==> config.mk <==
export PLATFORM = sky130hd
export DESIGN_NAME = tmds_rx_channel
export DESIGN_NICKNAME = d
export VERILOG_FILES = /design/src/rtl/dvi_pkg.sv /design/src/rtl/tmds_decoder.sv /design/src/rtl/tmds_rx_channel.sv
export SDC_FILE = /design/constraint.sdc
export NUM_CORES = 1
export LEC_CHECK = 0
export ABC_CLOCK_PERIOD_IN_PS = 6700
export CORE_UTILIZATION = 45
export DETAILED_ROUTE_END_ITERATION = 16
export GPL_TIMING_DRIVEN = 0
export PLACE_DENSITY = 0.73
export SLEW_MARGIN = 20
export SYNTH_ARGS = -nofsm -noshare
export SYNTH_HDL_FRONTEND = slang
export SYNTH_HIERARCHICAL = 1
export SYNTH_SLANG_ARGS = --single-unit
==> constraint.sdc <==
create_clock -name clk_i -period 6.7 [get_ports clk_i]
set_clock_uncertainty 0.2 [all_clocks]
set_input_delay 0.67 -clock clk_i [delete_from_list [all_inputs] [get_ports clk_i]]
set_output_delay 0.67 -clock clk_i [all_outputs]
set_load 0.05 [all_outputs]
==> src/rtl/dvi_pkg.sv <==
// Shared DVI/TMDS definitions: symbol widths, control tokens and receive-side types.
package dvi_pkg;

  localparam int TMDS_W  = 10;
  localparam int COLOR_W = 8;

  // Control tokens written MSB first; bit 0 is the first bit on the wire.
  localparam logic [TMDS_W-1:0] TMDS_CTRL_00 = 10'b1101010100;
  localparam logic [TMDS_W-1:0] TMDS_CTRL_01 = 10'b0010101011;
  localparam logic [TMDS_W-1:0] TMDS_CTRL_10 = 10'b0101010100;
  localparam logic [TMDS_W-1:0] TMDS_CTRL_11 = 10'b1010101011;

  typedef enum logic {
    RX_SEARCH,
    RX_LOCKED
  } tmds_rx_state_t;

  typedef struct packed {
    logic               is_ctrl;
    logic               c1;
    logic               c0;
    logic [COLOR_W-1:0] data;
  } tmds_sym_t;

endpackage

==> src/rtl/tmds_decoder.sv <==
// Combinational TMDS symbol decoder: 10-bit symbol to control flag, C1/C0 and data byte.
module tmds_decoder
  import dvi_pkg::*;
(
  input  logic [TMDS_W-1:0] sym_i,
  output tmds_sym_t         dec_o
);

  logic [COLOR_W-1:0] t;
  logic [COLOR_W-1:0] data;

  // Bit 9 flags a DC-balancing inversion, bit 8 selects XOR or XNOR chaining.
  assign t       = sym_i[9] ? ~sym_i[7:0] : sym_i[7:0];
  assign data[0] = t[0];

  genvar gi;
  generate
    for (gi = 1; gi < COLOR_W; gi++) begin : g_bit
      assign data[gi] = sym_i[8] ? (t[gi] ^ t[gi-1]) : ~(t[gi] ^ t[gi-1]);
    end
  endgenerate

  always_comb begin
    dec_o.is_ctrl = 1'b1;
    dec_o.c1      = 1'b0;
    dec_o.c0      = 1'b0;
    dec_o.data    = data;
    case (sym_i)
      TMDS_CTRL_00: {dec_o.c1, dec_o.c0} = 2'b00;
      TMDS_CTRL_01: {dec_o.c1, dec_o.c0} = 2'b01;
      TMDS_CTRL_10: {dec_o.c1, dec_o.c0} = 2'b10;
      TMDS_CTRL_11: {dec_o.c1, dec_o.c0} = 2'b11;
      default:      dec_o.is_ctrl = 1'b0;
    endcase
  end

endmodule

==> src/rtl/tmds_rx_channel.sv <==
// One TMDS receive channel: finds the word boundary from control-token runs,
// then decodes aligned symbols into pixel data, C0/C1 and DE.
module tmds_rx_channel
  import dvi_pkg::*;
#(
  parameter int LOCK_TOKENS  = 16,
  parameter int SEARCH_WIN   = 1024,
  parameter int LOSS_TIMEOUT = 2048
) (
  input  logic               clk_i,
  input  logic               rst_i,
  input  logic [TMDS_W-1:0]  raw_i,
  output logic [COLOR_W-1:0] data_o,
  output logic               c0_o,
  output logic               c1_o,
  output logic               de_o,
  output logic               locked_o,
  output logic [3:0]         offset_o
);

  localparam int RUN_W  = $clog2(LOCK_TOKENS) + 1;
  localparam int WIN_W  = $clog2(SEARCH_WIN) + 1;
  localparam int LOSS_W = $clog2(LOSS_TIMEOUT) + 1;

  localparam logic [RUN_W-1:0]  RUN_LAST  = RUN_W'(LOCK_TOKENS - 1);
  localparam logic [WIN_W-1:0]  WIN_LAST  = WIN_W'(SEARCH_WIN - 1);
  localparam logic [LOSS_W-1:0] LOSS_LAST = LOSS_W'(LOSS_TIMEOUT - 1);

  tmds_rx_state_t      state_reg;
  logic [TMDS_W-1:0]   raw_prev_reg;
  logic [3:0]          offset_reg;
  logic [RUN_W-1:0]    run_cnt_reg;
  logic [WIN_W-1:0]    win_cnt_reg;
  logic [LOSS_W-1:0]   loss_cnt_reg;
  logic [COLOR_W-1:0]  data_reg;
  logic                c0_reg;
  logic                c1_reg;
  logic                de_reg;
  logic                locked_reg;

  // Offsets 0..9 only ever reach window bit 18, so raw_i[9] enters via raw_prev.
  logic [2*TMDS_W-2:0] window;
  logic [TMDS_W-1:0]   cand [TMDS_W];
  logic [TMDS_W-1:0]   sym;
  tmds_sym_t           dec;

  assign window = {raw_i[TMDS_W-2:0], raw_prev_reg};

  genvar gi;
  generate
    for (gi = 0; gi < TMDS_W; gi++) begin : g_cand
      assign cand[gi] = window[gi+TMDS_W-1:gi];
    end
  endgenerate

  always_comb begin
    sym = cand[0];
    for (int k = 1; k < TMDS_W; k++) begin
      if (offset_reg == 4'(k)) begin
        sym = cand[k];
      end
    end
  end

  tmds_decoder u_decoder (
    .sym_i (sym),
    .dec_o (dec)
  );

  always_ff @(posedge clk_i) begin
    raw_prev_reg <= raw_i;
    if (rst_i) begin
      state_reg    <= RX_SEARCH;
      offset_reg   <= '0;
      run_cnt_reg  <= '0;
      win_cnt_reg  <= '0;
      loss_cnt_reg <= '0;
      data_reg     <= '0;
      c0_reg       <= 1'b0;
      c1_reg       <= 1'b0;
      de_reg       <= 1'b0;
      locked_reg   <= 1'b0;
    end else begin
      case (state_reg)
        RX_SEARCH: begin
          data_reg <= '0;
          c0_reg   <= 1'b0;
          c1_reg   <= 1'b0;
          de_reg   <= 1'b0;
          // A completed token run beats a window expiry in the same cycle.
          if (dec.is_ctrl && run_cnt_reg == RUN_LAST) begin
            state_reg    <= RX_LOCKED;
            locked_reg   <= 1'b1;
            run_cnt_reg  <= '0;
            win_cnt_reg  <= '0;
            loss_cnt_reg <= '0;
          end else if (win_cnt_reg == WIN_LAST) begin
            offset_reg  <= (offset_reg == 4'd9) ? 4'd0 : offset_reg + 4'd1;
            run_cnt_reg <= '0;
            win_cnt_reg <= '0;
          end else begin
            run_cnt_reg <= dec.is_ctrl ? run_cnt_reg + 1'b1 : '0;
            win_cnt_reg <= win_cnt_reg + 1'b1;
          end
        end
        RX_LOCKED: begin
          if (dec.is_ctrl) begin
            de_reg       <= 1'b0;
            c1_reg       <= dec.c1;
            c0_reg       <= dec.c0;
            loss_cnt_reg <= '0;
          end else if (loss_cnt_reg == LOSS_LAST) begin
            // Drop lock but keep the offset so the search restarts where we were.
            state_reg    <= RX_SEARCH;
            locked_reg   <= 1'b0;
            de_reg       <= 1'b0;
            data_reg     <= '0;
            c0_reg       <= 1'b0;
            c1_reg       <= 1'b0;
            loss_cnt_reg <= '0;
            run_cnt_reg  <= '0;
            win_cnt_reg  <= '0;
          end else begin
            de_reg       <= 1'b1;
            data_reg     <= dec.data;
            loss_cnt_reg <= loss_cnt_reg + 1'b1;
          end
        end
      endcase
    end
  end

  assign data_o   = data_reg;
  assign c0_o     = c0_reg;
  assign c1_o     = c1_reg;
  assign de_o     = de_reg;
  assign locked_o = locked_reg;
  assign offset_o = offset_reg;

endmodule

==> key figures, run 1 <==
Synth
  • Area share of the largest cell type after synthesis: 0.306
  • Most used DFF post-synth: dfxtp_1
  • Sequential area share after synthesis: 0.306
  • Ys Warns: 6
  • Cell Area, Synth: 3590 µm²
  • Main area contributors after synthesis: dfxtp_1, a21oi_1, nor2_1
  • Syn avg cell area: 7.78 µm²
  • Mapped Cells: 462
  • Leading area contributor after synthesis: dfxtp_1
  • #FFs+latches synth: 55
  • Synth async-reset ratio: 0
  • Distinct cell type count after synthesis: 67
  • Syn_nets: 478
  • EDFF count, synth: 0

Cells and area
  • Layout cell share with drive strength beyond 1: 0.0847
  • Area grow syn2layout: 13.6%
  • Max reg flops: 12
  • Fin nets: 511
  • Antenna Cells: 0
  • Most frequent cells in the layout: dfxtp_1, nor2_1, nand2_1
  • Most common cell after layout, fill and taps aside: dfxtp_1

Clocking
  • Cts repair resizes: 0
  • Worst-Skew Late Latency: 0.32 ns
  • Worst-path clk slew: 0.10 ns
  • CTS Sinks: 55
  • CTS tree: built
  • TritonCTS Buffers: 5
  • CTS Hold Buffers Added: 0
  • Setup bufs post-CTS: 0
  • Clk root buf: clkbuf_8
  • CTS max path bufs: 2
  • H-tree depth: 2

Global routing
  • Tot GR Track Use: 0.247
  • Vias in the first global route: 3,255
  • Overflow after GRT: 0
  • First-pass GRT wire length: 16,500 µm
  • Largest net degree at the start of global routing: 19
  • Antenna violations before repair: 0

Worst setup path
  • Crit-path max FO: 10
  • CP endpoint kind: register
  • CP arrival: 4.24 ns
  • Worst EP required: 6.69 ns
  • Reg2Reg Depth: 15
  • R2R Setup Slk: 2.44 ns
  • Crit path kind: register to register
  • Type of origin of the critical path: register

Worst hold path
  • Class of the worst hold path: register to register
  • Hold Path Depth: 1

Placement
  • HPWL Detailed: 7200 µm
  • Routability cong.: 0.927
  • # port buffers: 26

Timing
  • Hold_ws: 0.284 ns
  • Final Hold Vio Count: 0
  • Slew margin rel.: 0.519
  • Slew @ Worst Pin: 0.720 ns
  • Fmax: 235 MHz
  • Minimum clock period: 4.26 ns
  • RSZ-0062 raised after global routing: false
  • Setup violators final: 0
  • Final period util: 0.636
  • Setup tns final: 0 ns
  • Slew Viols, Final: 0

Route
  • DRC Markers: 0
  • Vias: 3,649
  • Via density: 6.10
  • Post-DR wirelength/cell: 17.0 µm
  • First DRT Iteration DRCs: 319
  • Routed WL: 10,200 µm
  • ANT nets after route: 0
  • First drt pass iteration count: 5

Power and ir drop
  • Logic pwr share: 0.093
  • Design Power: 0.600 mW
  • Sw power: 0.157 mW
  • Sw Ratio: 0.262
  • Cell Pwr Density: 147 nW/µm²
  • Pint: 0.443 mW
  • Leakage: 1.47 nW
  • Clk network pwr share: 0.345
  • Seq pwr share: 0.562
  • Worst VDD drop: 0.0952 mV

Floorplan
  • Die span in y: 91.4 µm
  • Die area: 8350 µm²
  • Overall die width: 91.4 µm
  • # rows: 32
  • CORE AREA: 7730 µm²
  • Starting Density: 0.465
  • I/O Pins: 28

Outcome
  • Outcome: complete, no violations

Job
  • Max-cap violations: 0
synth_stat cells (all sizes together) (10+ instances only):
library cell   n
a21oi         41
clkbuf        16
xor2          10
nor2          52
a22o          13
buf           19
xnor2         12
dfxtp         55
nand2         48
mux2i         15
nand3         14
a22oi         10
o21ai         24
inv           15
kinds of logic after synthesis:
group	share of synthesized area
buf+inv	0.0661
compound gates	0.271
simple gates	0.244
xor+xnor	0.0536
mux	0.0449
fa+ha+maj	0.0139
flops	0.306
metrics by stage:
| step | instance area [µm²] | utilization | instances | setup WS, ns |
|---|---|---|---|---|
| 3_3_place_gp | 3980 | 0.515 | 590 | 2.28 |
| 4_1_cts | 4090 | 0.529 | 598 | 2.51 |
| 5_1_grt | 4090 | 0.529 | 598 | 2.21 |
| 2_1_floorplan | 3590 | - | 462 | 2.93 |
| 3_5_place_dp | 3980 | 0.515 | 590 | 2.25 |
| 6_report | 4090 | 0.529 | 598 | 2.44 |
critical path, cell delays in order, from the launching register on:
cell,delay [ns]
dfxtp_1,0.42
buf_2,0.28
buf_1,0.46
a21oi_1,0.14
a211oi_1,0.29
nor2_1,0.07
a22oi_1,0.45
and4bb_2,0.31
nand3b_1,0.12
o21ai_1,0.20
buf_6,0.16
a21o_1,0.18
clkbuf_1,0.40
nor2_1,0.17
o211ai_1,0.19
a21oi_1,0.09
path summary, 6_finish.rpt:
check                                      to                startpoint
hold / removal         data_o[1]$_SDFFE_PP0P_    data_o[1]$_SDFFE_PP0P_
setup reg to reg  run_cnt_reg[2]$_SDFFE_PP0P_  offset_o[1]$_SDFFE_PP0P_
setup / recovery  run_cnt_reg[2]$_SDFFE_PP0P_  offset_o[1]$_SDFFE_PP0P_
hold reg to reg        data_o[1]$_SDFFE_PP0P_    data_o[1]$_SDFFE_PP0P_
final cells by class:
cell class	count	area [µm²]
plain buffers	35	178
clock buffers	6	82.6
clock inverters	2	20.0
fillers	755	3640
inverters	16	60.1
multi-input cells	356	2260
flip-flops and latches	55	1100
well taps	102	128
repair buffers	26	260
layer usage:
metal	global-route usage	share of wire
met3	0.0385	0.075
met4	0.0873	0.026
met5	0	0
met2	0.383	0.44
met1	0.345	0.46
power groups by stage:
| stage | Combinational [mW] | Clock [mW] | Sequential (mW) |
|---|---|---|---|
| after floorplan | 0.0363 | 0 | 0.342 |
| after global placement | 0.0543 | 0 | 0.344 |
| after global routing | 0.0598 | 0.226 | 0.338 |
| after detailed placement | 0.0543 | 0 | 0.344 |
| final | 0.0558 | 0.207 | 0.337 |
| after CTS | 0.0548 | 0.211 | 0.337 |
Note: power is estimated with default switching activity, not from simulation.
==> run 2, diff against run 1 <==
ABC_CLOCK_PERIOD_IN_PS = 3990   (was 6700)
clock period = 3.99 ns   (was 6.7 ns; I/O delays follow)
==> key figures, run 2 (same netlist as run 1, synthesis figures left out) <==
Clocking
  • TritonCTS Buffers: 5 (unchanged)
  • Worst-path clk slew: 0.10 ns (about the same)
  • CTS max path bufs: 2 (unchanged)
  • H-tree depth: 2 (unchanged)
  • Worst-Skew Late Latency: 0.32 ns (about the same)
  • Clk root buf: clkbuf_8
  • CTS Sinks: 55 (unchanged)
  • CTS tree: built

Worst hold path
  • Hold path endpoint: data_o[1]$_SDFFE_PP0P_
  • Class of the worst hold path: register to register
  • Hold Path Depth: 1 (unchanged)
  • Min-delay src: data_o[1]$_SDFFE_PP0P_

Worst setup path
  • CP cell instances: clkbuf_4, clkbuf_4, buf_4, buf_2, a21oi_1, o21ai_0, o21ai_0, buf_6, and4bb_1, nand4_1, o21ai_1, buf_6, a21oi_4, o41ai_4, buf_4, or3_2, a31oi_1
  • R2R Setup Slk: 0.20 ns (-2.24 ns)
  • Slowest cell on the critical path: or3_2
  • Reg2Reg Launch Point: offset_o[0]$_SDFFE_PP0P_
  • Crit-path max FO: 10 (unchanged)
  • CP peak stage delay: 0.40 ns (-0.06 ns)
  • CP bufs+invs: 7 (+3)
  • FF-to-FF End: win_cnt_reg[4]$_SDFFE_PP0P_
  • Worst EP required: 4.04 ns (-2.65 ns)
  • Type of origin of the critical path: register
  • CP arrival: 3.84 ns (-0.40 ns)
  • Reg2Reg Depth: 17 (+2)
  • Family with the most delay on the worst path: buffers and inverters
  • Crit path kind: register to register
  • CP endpoint kind: register

Floorplan
  • Starting Density: 0.465 (unchanged)
  • Die span in y: 91.4 µm (unchanged)
  • Overall die width: 91.4 µm (unchanged)
  • # rows: 32 (unchanged)
  • I/O Pins: 28 (unchanged)
  • Die area: 8350 µm² (unchanged)
  • CORE AREA: 7730 µm² (unchanged)

Route
  • DRC Markers: 0 (unchanged)
  • Post-DR wirelength/cell: 17.3 µm (+1.5%)
  • Vias: 3,719 (+1.9%)
  • First DRT Iteration DRCs: 394 (+24%)
  • First drt pass iteration count: 5 (unchanged)
  • ANT nets after route: 0 (unchanged)
  • Routed WL: 10,500 µm (+3.0%)
  • Via density: 6.13 (+0.41%)

Power and ir drop
  • Leakage: 1.55 nW (+5.4%)
  • Cell Pwr Density: 240 nW/µm² (+63%)
  • Worst VDD drop: 0.164 mV (+72%)

Timing
  • Hold_ws: 0.284 ns (-0.0000770 ns)
  • Fmax: 264 MHz (+12%)
  • Slew Viols, Final: 0 (unchanged)
  • Slew @ Worst Pin: 0.541 ns (-0.179 ns)
  • Final setup margin: 0.200 ns (-2.24 ns)
  • Minimum clock period: 3.79 ns (-0.468 ns)
  • Setup violators final: 0 (unchanged)
  • Slew margin rel.: 0.636 (+0.117)
  • Final period util: 0.950 (+0.314)
  • Final Hold Vio Count: 0 (unchanged)

Global routing
  • Overflow after GRT: 0 (unchanged)
  • Largest net degree at the start of global routing: 19 (unchanged)
  • Tot GR Track Use: 0.248 (+0.000886)
  • Antenna violations before repair: 0 (unchanged)
  • First-pass GRT wire length: 16,500 µm (+0.17%)
  • Vias in the first global route: 3,280 (+0.77%)

Cells and area
  • Fin nets: 520 (+1.8%)
  • Most frequent cells in the layout: dfxtp_1, nor2_1, nand2_1
  • Most common cell after layout, fill and taps aside: dfxtp_1
  • Design area: 4220 µm² (+3.2%)
  • Antenna Cells: 0 (unchanged)
  • # fillers: 736 (-2.5%)
  • Max reg flops: 12 (unchanged)
  • Fin util: 0.546 (+0.0172)
  • Area grow syn2layout: 17.3%
  • Layout cell share with drive strength beyond 1: 0.133 (+0.0480)

Placement
  • HPWL Detailed: 7200 µm (unchanged)
  • Post-DP Area: 3980 µm² (unchanged)
  • Routability cong.: 0.927 (unchanged)
  • # port buffers: 26 (unchanged)
  • Post-Place Worst Slack: -0.192 ns (-2.44 ns)

Outcome
  • Outcome: complete, no violations

Job
  • Max-cap violations: 0 (unchanged)
## run 2: cell count changes in the layout (fill, tap and decap cells not counted), sizes merged
cell,change
buf,+5
clkbuf,+4
## run 2: how the worst max path moves through the flow
stage / end / cells after the start / slack (ns) / startpoint
2_1_floorplan: win_cnt_reg[7]$_SDFFE_PP0P_ / 16 / 0.22 / offset_o[0]$_SDFFE_PP0P_
3_3_place_gp: run_cnt_reg[2]$_SDFFE_PP0P_ / 15 / -0.17 / offset_o[0]$_SDFFE_PP0P_
3_5_place_dp: run_cnt_reg[2]$_SDFFE_PP0P_ / 15 / -0.19 / raw_i[0]
4_1_cts: offset_o[1]$_SDFFE_PP0P_ / 16 / 0.02 / offset_o[1]$_SDFFE_PP0P_
5_1_grt: run_cnt_reg[3]$_SDFFE_PP0P_ / 18 / -0.01 / offset_o[0]$_SDFFE_PP0P_
6_report: win_cnt_reg[4]$_SDFFE_PP0P_ / 17 / 0.20 / offset_o[0]$_SDFFE_PP0P_
## run 2: metal layers
layer / GRT usage / wire length [µm] / share of wire / vias up
li1: - / - / - / 1760
met3: 0.0394 / 788 / 0.075 / 28
met1: 0.348 / 4720 / 0.45 / 1744
met2: 0.378 / 4720 / 0.45 / 187
met4: 0.0952 / 250 / 0.024 / 0
met5: 0 / 0 / 0 / -
## run 2: layout make-up
class                           count  area (µm²)  share of cell area
Buffer                             35         195              0.0463
Clock inverter                      2        20.0             0.00475
Timing Repair Buffer               35         328              0.0777
Clock buffer                        6        82.6              0.0196
Inverter                           16        60.1              0.0142
Multi-Input combinational cell    356        2300               0.546
Sequential cell                    55        1100               0.261
Tap cell                          102         128              0.0303
## run 2: where the power goes
part	internal [mW]	switching, mW
clock	0.147	0.204
combinational	0.0412	0.0540
sequential	0.557	0.00992
## run 2: timing repair
action	in CTS	in global routing
endpoints found under the setup margin	22	38
cloned	0	0
setup buffers	2	7
resized for setup	6	18
hold buffers	0	0
pin swaps	1	2
endpoints found under the hold margin	0	0
## run 2: through the flow
stage	setup TNS, ns	total power, mW	std cells
floorplan	0	0.636	462
global placement	-1.88	0.669	590
detailed placement	-2.18	0.669	590
CTS	0	1.01	600
global route	-0.0381	1.05	607
finish	0	1.01	607
